## src/rtl/dmem_responder_pkg.sv

```systemverilog
// rtl/dmem_responder_pkg.sv - shared types and funct3 codes for the data-memory responder
package Pipe_Buf_Reg_PKG;

    typedef enum logic [1:0] {
        IDLE = 2'd0,
        WAIT = 2'd1,
        RESP = 2'd2
    } dmem_state_e;

    localparam logic [2:0] F3_B  = 3'b000;
    localparam logic [2:0] F3_H  = 3'b001;
    localparam logic [2:0] F3_W  = 3'b010;
    localparam logic [2:0] F3_BU = 3'b100;
    localparam logic [2:0] F3_HU = 3'b101;

endpackage

```

## src/rtl/dmem_lane_align.sv

```systemverilog
// rtl/dmem_lane_align.sv - byte enables, store replication, load extension and alignment check (DMEM_MISALIGN_TRAP_EN)
module dmem_lane_align
    import Pipe_Buf_Reg_PKG::*;
(
    input  logic        we,
    input  logic [1:0]  addr_lo,
    input  logic [2:0]  funct3,
    input  logic [31:0] wdata,
    input  logic [31:0] word_rd,
    output logic [3:0]  byte_en,
    output logic [31:0] wdata_rep,
    output logic [31:0] rdata_ext,
    output logic        err
);

    logic        illegal;
    logic        misalign;
    logic [1:0]  lane;
    logic [31:0] shifted;

    // Decode the access: legality, effective lane, write enables and the extended load result.
    always_comb begin
        illegal   = 1'b0;
        misalign  = 1'b0;
        lane      = addr_lo;
        byte_en   = 4'b0000;
        wdata_rep = wdata;
        rdata_ext = 32'h0;
        shifted   = 32'h0;

        if (we)
            illegal = !(funct3 == F3_B || funct3 == F3_H || funct3 == F3_W);
        else
            illegal = !(funct3 == F3_B || funct3 == F3_H || funct3 == F3_W ||
                        funct3 == F3_BU || funct3 == F3_HU);

        // Halfword accesses ignore addr[0]; word accesses ignore addr[1:0].
        if (funct3 == F3_H || funct3 == F3_HU) begin
`ifdef DMEM_MISALIGN_TRAP_EN
            misalign = addr_lo[0];
`endif
            lane = {addr_lo[1], 1'b0};
        end else if (funct3 == F3_W) begin
`ifdef DMEM_MISALIGN_TRAP_EN
            misalign = (addr_lo != 2'b00);
`endif
            lane = 2'b00;
        end

        err = illegal || misalign;

        if (we && !err) begin
            case (funct3)
                F3_B: begin
                    byte_en   = 4'b0001 << lane;
                    wdata_rep = {4{wdata[7:0]}};
                end
                F3_H: begin
                    byte_en   = 4'b0011 << lane;
                    wdata_rep = {2{wdata[15:0]}};
                end
                default: begin
                    byte_en   = 4'b1111;
                    wdata_rep = wdata;
                end
            endcase
        end

        shifted = word_rd >> {lane, 3'b000};
        if (!we && !err) begin
            case (funct3)
                F3_B:    rdata_ext = {{24{shifted[7]}}, shifted[7:0]};
                F3_BU:   rdata_ext = {24'h0, shifted[7:0]};
                F3_H:    rdata_ext = {{16{shifted[15]}}, shifted[15:0]};
                F3_HU:   rdata_ext = {16'h0, shifted[15:0]};
                default: rdata_ext = word_rd;
            endcase
        end
    end

endmodule

```

## src/rtl/dmem_responder.sv

```systemverilog
// rtl/dmem_responder.sv - multi-cycle RV32I data-memory responder (DMEM_MISALIGN_TRAP_EN selects misalignment trapping)
module dmem_responder
    import Pipe_Buf_Reg_PKG::*;
#(
    parameter int DM_ADDRESS = 9,
    parameter int DATA_W     = 32,
    parameter int LATENCY    = 2
) (
    input  logic                  clk,
    input  logic                  reset,
    input  logic                  req_valid,
    output logic                  req_ready,
    input  logic                  req_we,
    input  logic [DM_ADDRESS-1:0] req_addr,
    input  logic [DATA_W-1:0]     req_wdata,
    input  logic [2:0]            req_funct3,
    output logic                  resp_valid,
    input  logic                  resp_ready,
    output logic [DATA_W-1:0]     resp_rdata,
    output logic                  resp_err,
    output logic                  busy
);

    localparam int WORDS = 1 << (DM_ADDRESS - 2);

    dmem_state_e state, next_state;

    logic [3:0]            cnt;
    logic                  we_q;
    logic [DM_ADDRESS-1:0] addr_q;
    logic [DATA_W-1:0]     wdata_q;
    logic [2:0]            funct3_q;
    logic [31:0]           mem [WORDS];

    logic                  accept;
    logic                  commit;
    logic [DM_ADDRESS-3:0] word_idx;
    logic [31:0]           word_rd;
    logic [3:0]            byte_en;
    logic [31:0]           wdata_rep;
    logic [31:0]           rdata_ext;
    logic                  lane_err;

    assign accept   = (state == IDLE) && req_valid;
    assign commit   = (state == WAIT) && (cnt == 4'd0);
    assign word_idx = addr_q[DM_ADDRESS-1:2];
    assign word_rd  = mem[word_idx];

    dmem_lane_align u_lane_align (
        .we        (we_q),
        .addr_lo   (addr_q[1:0]),
        .funct3    (funct3_q),
        .wdata     (wdata_q),
        .word_rd   (word_rd),
        .byte_en   (byte_en),
        .wdata_rep (wdata_rep),
        .rdata_ext (rdata_ext),
        .err       (lane_err)
    );

    // State register.
    always_ff @(posedge clk) begin
        if (reset)
            state <= IDLE;
        else
            state <= next_state;
    end

    // Next-state and handshake outputs.
    always_comb begin
        next_state = state;
        req_ready  = 1'b0;
        resp_valid = 1'b0;
        busy       = 1'b1;
        case (state)
            IDLE: begin
                req_ready = 1'b1;
                busy      = 1'b0;
                if (req_valid)
                    next_state = WAIT;
            end
            WAIT: begin
                if (cnt == 4'd0)
                    next_state = RESP;
            end
            RESP: begin
                resp_valid = 1'b1;
                if (resp_ready)
                    next_state = IDLE;
            end
            default: next_state = IDLE;
        endcase
    end

    // Latency counter and request latch.
    always_ff @(posedge clk) begin
        if (reset) begin
            cnt      <= 4'd0;
            we_q     <= 1'b0;
            addr_q   <= '0;
            wdata_q  <= '0;
            funct3_q <= 3'b000;
        end else if (accept) begin
            cnt      <= 4'(LATENCY - 1);
            we_q     <= req_we;
            addr_q   <= req_addr;
            wdata_q  <= req_wdata;
            funct3_q <= req_funct3;
        end else if (state == WAIT && cnt != 4'd0) begin
            cnt <= cnt - 4'd1;
        end
    end

    // Response registers, captured once at commit and held through RESP.
    always_ff @(posedge clk) begin
        if (reset) begin
            resp_rdata <= '0;
            resp_err   <= 1'b0;
        end else if (commit) begin
            resp_rdata <= rdata_ext;
            resp_err   <= lane_err;
        end
    end

    // Storage array; contents survive reset, and a reset edge suppresses a pending store.
    always_ff @(posedge clk) begin
        if (!reset && commit) begin
            for (int i = 0; i < 4; i++) begin
                if (byte_en[i])
                    mem[word_idx][8*i +: 8] <= wdata_rep[8*i +: 8];
            end
        end
    end

endmodule

```

## config.mk

```make
export PLATFORM = sky130hd
export DESIGN_NAME = dmem_responder
export DESIGN_NICKNAME = d
export VERILOG_FILES = /design/src/rtl/dmem_responder_pkg.sv /design/src/rtl/dmem_lane_align.sv /design/src/rtl/dmem_responder.sv
export SDC_FILE = /design/constraint.sdc
export NUM_CORES = 2
export LEC_CHECK = 0
export ABC_AREA = 1
export BUFFER_PORTS_ARGS = -buffer_cell sky130_fd_sc_hd__buf_2
export CORE_MARGIN = 2
export CORE_UTILIZATION = 25
export DETAILED_ROUTE_END_ITERATION = 8
export GPL_TIMING_DRIVEN = 0
export PLACE_DENSITY = 0.38
export SLEW_MARGIN = 15
export SYNTH_ARGS = -nofsm -noshare
export SYNTH_HDL_FRONTEND = slang
export SYNTH_SLANG_ARGS = --single-unit
```

## constraint.sdc

```tcl
create_clock -name clk -period 10.62 [get_ports clk]
set_input_delay 2.124 -clock clk [delete_from_list [all_inputs] [get_ports clk]]
set_output_delay 2.124 -clock clk [all_outputs]
set_load 0.02 [all_outputs]
```

# Yosys cells after proc, flatten, opt, wreduce, memory -nomap -nowiden
# Memory sizes are Yosys's and may differ from the RTL's. A register that Yosys moved wholly into a read port is not among the register bits.
# Cells that the tools add are included.
word_totals:
  regBits: 84
  latch_bits: 0
  mem_bits_rw: 4096
  mem_bits_ro: 0
  inputBits: 49
  out_inout_bits: 36
  mem_count: 1
classes:
  add_sub_neg: 1
  n_mul: 0
  n_div: 0
  n_lt_le_gt_ge: 0
  n_eq_ne: 9
  shifts: 3
  mux: 32
  n_bitwise: 0
  reduce_logical: 23
memory_table:
  columns: ["name", "depth", "word_bits", "read_ports", "rd_ports_with_merged_regs", "write_ports", "line_no", "source"]
  rows:
  - ["mem", 128, 32, 1, 1, 1, "dmem_responder.sv:33", "logic [31:0] mem [WORDS];"]
op_table:
  columns: ["operator", "count"]
  rows:
  - ["case mux 32 bit (4 select lines)", 1]
  - ["2-to-1 mux 32 bit", 2]
  - ["case mux 32 bit (2 select lines)", 1]
  - ["right shift 32 x 5 -> 16 bit", 1]
  - ["2-to-1 mux 1 bit", 18]
  - ["2-to-1 mux 7 bit", 2]
  - ["2-to-1 mux 2 bit", 5]
  - ["case mux 4 bit (2 select lines)", 1]
  - ["equality test 3 bit (second input constant)", 2]
  - ["logical AND 1 bit", 6]
  - ["!= test 2 bit (second input constant)", 3]
  - ["case mux 2 bit (3 select lines)", 1]
  - ["zero test 1 bit", 5]
  - ["logical OR 1 bit", 5]
  - ["zero test 4 bit", 1]
  - ["2-to-1 mux 4 bit", 1]
  - ["nonzero test 4 bit", 1]
  - ["left shift 1 x 2 -> 4 bit (first input constant)", 1]
  - ["left shift 2 x 2 -> 4 bit (first input constant)", 1]
  - ["subtractor 4 x 1 -> 4 bit (second input constant)", 1]
  - ["equality test 3 x 1 -> 1 bit (second input constant)", 1]
  - ["equality test 3 x 2 -> 1 bit (second input constant)", 1]
  - ["zero test 3 bit", 1]
  - ["AND reduction 3 bit", 1]
  - ["other kinds (5)", 5]

# Logic depth before layout (Yosys ltp)
depth:
  ltp_word: 13
  mapped_depth: 21
  ltp_nobuf: 17

# By module
# Synthesis repeated with hierarchy kept, for this count alone.
hier_totals:
  cells_unflattened: 14603
  hier_area_um2: 170822.6
modules_own_cells:
  columns: ["mod", "instances", "cells_each", "area_per_inst_um2", "seq_area_each_um2"]
  rows:
  - ["dmem_responder", 1, 14287, 169288.6, 124819.7]
  - ["dmem_lane_align", 1, 316, 1534.0, 0.0]

# Least setup slack after synthesis
# No wires, ideal clock.
synth_timing:
  path_kind: "reg2reg"
  start: "reg wdata_q[7]"
  end: "mem mem[0][23] (data pin)"
  setup_ps: 1199
  t_arrival_ps: 7161
  path_slack_ps: 2261
  stages_incl_launch_ff: 3
  n_path_buf: 0
  period_less_slack_ps: 8359
  cell_sequence: "dfxtp_1 > inv_1 > o21ai_0"
synth_via:
  elab_chain_len: 2
synth_rtl:
  columns: ["element", "line_no", "source"]
  rows:
  - ["from (decl)", "dmem_responder.sv:31", "logic [DATA_W-1:0] wdata_q;"]
  - ["from (signal assigned)", "dmem_responder.sv:107", "wdata_q <= req_wdata;"]
  - ["case mux 32 bit (2 select lines)", "dmem_lane_align.sv:53", "case (funct3)"]
  - ["2-to-1 mux 32 bit", "dmem_lane_align.sv:52", "if (we && !err) begin"]
  - ["net u_lane_align.wdata_rep[23]", "dmem_lane_align.sv:11", "output logic [31:0] wdata_rep,"]
  - ["to (decl)", "dmem_responder.sv:33", null]
# The timed path passes the listed nets, and every way through them passes these cells.

==> impl_metrics.json <==
{
  "status": "finished clean",
  "crit_required_ns": 11.66,
  "clkPwrFrac": 0.391,
  "drt_iter0_drc": 21144,
  "period_needed_ns": 6.208,
  "internal_power_mw": 28.64,
  "core_area_um2": 672600,
  "syn2layout_area_growth_pct": 20.13,
  "endpoint_kind": "register",
  "yosys_warnings": 0,
  "fmax_ghz": 0.1611,
  "synth-xor-area-share": 0.00005185,
  "r2r_slack_ns": 4.41,
  "cts_tree": "done",
  "drive_gt1_frac": 0.1357,
  "p_sw_frac": 0.3099,
  "clk_latency_ns": 1.12,
  "synth_edf_count": 4096,
  "syn_avg_cell_area_um2": 12.21,
  "grt_usage": 0.2866,
  "placed_cells": 23174,
  "yosys.area.top_type": "edfxtp_1",
  "synth_compound_area_frac": 0.06514,
  "final_nets": 14768,
  "vdd_drop_max_mv": 0.1417,
  "cts_buffers": 475,
  "cap_violations": 0,
  "place_area_um2": 187900,
  "synth_seq_area_share": 0.7390,
  "cts_sinks": 4187,
  "die_x_um": 826.0,
  "die-area_um2": 682200,
  "powerDensity_nw_per_um2": 204.5,
  "finalWorstSetupSlack_ns": 4.412,
  "antenna_found_initial": 132,
  "drc_errors": 0,
  "leakagePower_nw": 66.54,
  "drt_pass1_iterations": 8,
  "arrival_ns": 7.25,
  "slew_headroom": 0.02794,
  "dieHeight_um": 826.0,
  "grt_pass1_vias": 116855,
  "synthAdderAreaFrac": 0.00007408,
  "tightest_slew_ns": 1.458,
  "grt.overflow.total": 0,
  "synth_area_leaders": "edfxtp_1, nand3_1, nand2_1, nor2_1, o21ai_0",
  "vias_per_cell": 5.416,
  "final_hold_viol_count": 0,
  "total_power_mw": 41.50,
  "netlist_area_um2": 168900,
  "cts_max_level": 5,
  "finalMaxSlewViolations": 0,
  "syn-num-nets": 13879,
  "synth_top_family_by_area": "simple AND/OR/NAND/NOR gates",
  "synth_cells": 13829,
  "setup-violations-final": 0,
  "period_share": 0.5845,
  "cts.hold.buffers_added": 0,
  "p_seq_frac": 0.447,
  "grt_pass1_wl_um": 1275000,
  "cts_setup_buffers": 0,
  "switchingPower_mw": 12.86,
  "wire_per_inst_um": 42.00,
  "hold_path.class": "register to register",
  "portBuffers": 83,
  "critPathKind": "register to register",
  "synth_seq_cells": 4187,
  "rows": 301,
  "rsz0062_at_grt": "false",
  "grt_start_max_net_pins": 83,
  "wl_um": 1013000,
  "post-dp-hpwl_um": 751200,
  "start_util": 0.2511,
  "clk_pin_slew_worst_paths_ns": 0.06,
  "worstPathMaxFanout": 15,
  "setup_tns_ns": 0,
  "ant_nets": 0,
  "final_area_um2": 202900,
  "gp_routability_congestion": 1.011,
  "synth_mux_area_frac": 0,
  "synth_flop_cell": "edfxtp_1",
  "final_cells": 24130,
  "cts_resized": 0,
  "combPwrFrac": 0.161,
  "skew_ns": 0.09927,
  "pre_cts_ws_ns": 4.461,
  "synth.distinct_cells": 33,
  "start_kind": "register",
  "yosysTopAreaCellShare": 0.7282,
  "cts_root_buf": "clkbuf_16",
  "num_vias": 130684,
  "async_flop_share": 0,
  "synth-simple-area-share": 0.1638,
  "cts.path.max_buffers": 4,
  "pin_count": 85
}
## power by group through the flow
stage	clock, mW	sequential, mW	combinational [mW]
after floorplan	0	19.0	2.41
after global placement	0	19.3	6.02
after detailed placement	0	18.9	6.42
after CTS	16.3	18.6	6.43
after global routing	16.8	18.6	6.66
final	16.2	18.6	6.69
## kinds of logic (layout without fill, tap and decap cells)
group | count (synthesis) | after routing
buffers and inverters | 1082 | 2372
AOI/OAI and AO/OA | 1942 | 1942
DFF | 4187 | 4187
adders and majority gates | 1 | 1
xor gates and xnor gates | 1 | 1
and+or+nand+nor | 6616 | 6616
other | 0 | 73
## per-stage QoR
step             util  hold slack (ns)
4_1_cts        0.3011           0.4670
2_1_floorplan       -           0.4449
3_5_place_dp   0.2793           0.4574
6_report       0.3017           0.4639
5_1_grt        0.3014           0.4906
3_3_place_gp   0.2684           0.4582
## area by class of cell
cell class                 count  area [um^2]
antenna                       73        182.7
buffer                      1001         5233
clock buffer                 608        12500
clock inverter               270         2172
fill                       68951       469700
inverter                      81        309.0
multi-input combinational   8560        40110
sequential                  4187       124900
tap                         8938        11180
timing repair buffer         412         6369
## worst max-delay path: stages (launching register included)
cell and delay [ns]:
dfxtp_1 0.31, buf_6 0.16, inv_4 0.29, buf_6 0.22
buf_4 0.32, buf_4 0.71, buf_2 1.03, nor2_1 0.09
o22ai_1 0.20, nand2_1 0.07, nand3_1 0.20, nand3_1 0.10
nand3_1 0.19, nand3_1 0.58, nand2_1 0.75, nand2_1 0.11
nand3_1 0.11, nand2_1 0.08, nand2_1 0.23, nand2_1 0.09
a21oi_1 0.13
## routing by layer
metal	GRT usage	vias to the layer above	part of all wire
li1	-	52164	-
met1	0.3800	67896	0.40
met2	0.4182	8526	0.42
met3	0.06886	2052	0.10
met4	0.1854	46	0.080
met5	0	-	0.00032
## synthesized netlist by cell type (5+ instances only)
cell type,number
a21oi_1,87
a31oi_1,8
buf_1,87
buf_2,269
buf_4,143
buf_6,58
clkbuf_1,442
clkinv_1,5
dfxtp_1,91
edfxtp_1,4096
inv_1,71
nand2_1,2597
nand3_1,2233
nor2_1,1769
nor3_1,10
o211ai_1,54
o21ai_0,1193
o21ai_1,37
o221ai_1,172
o22ai_1,388
## path summary, 6_finish.rpt
| check | startpoint | endpoint | cells past startpoint |
|---|---|---|---|
| hold reg to reg | resp_rdata[6] | resp_rdata[6] | 2 |
| setup / recovery | register | resp_rdata[8] | 20 |
| hold / removal | resp_rdata[6] | resp_rdata[6] | 2 |
| setup reg to reg | register | resp_rdata[8] | 20 |
## flip-flops by register name (all words and copies together), names as in the netlist, named ones only
signal	flops
wdata_q	32
resp_rdata	32
state	2
addr_q	9
mem	4096
resp_err	1
we_q	1
cnt	4
funct3_q	3
## cell usage in the layout (no fill, tap or decap), types with 112 or more instances in the layout
cell       instances
buf_4            149
o21ai_0         1187
buf_8            137
buf_2            380
clkbuf_16        477
o22ai_1          388
nor2_2           330
o221ai_1         172
edfxtp_1        4096
clkbuf_1         485
clkinv_1         135
nand3_1         2233
nor2_1          1388
nand2_1         2564
buf_6            112
Power figures use the tool's default switching activity.
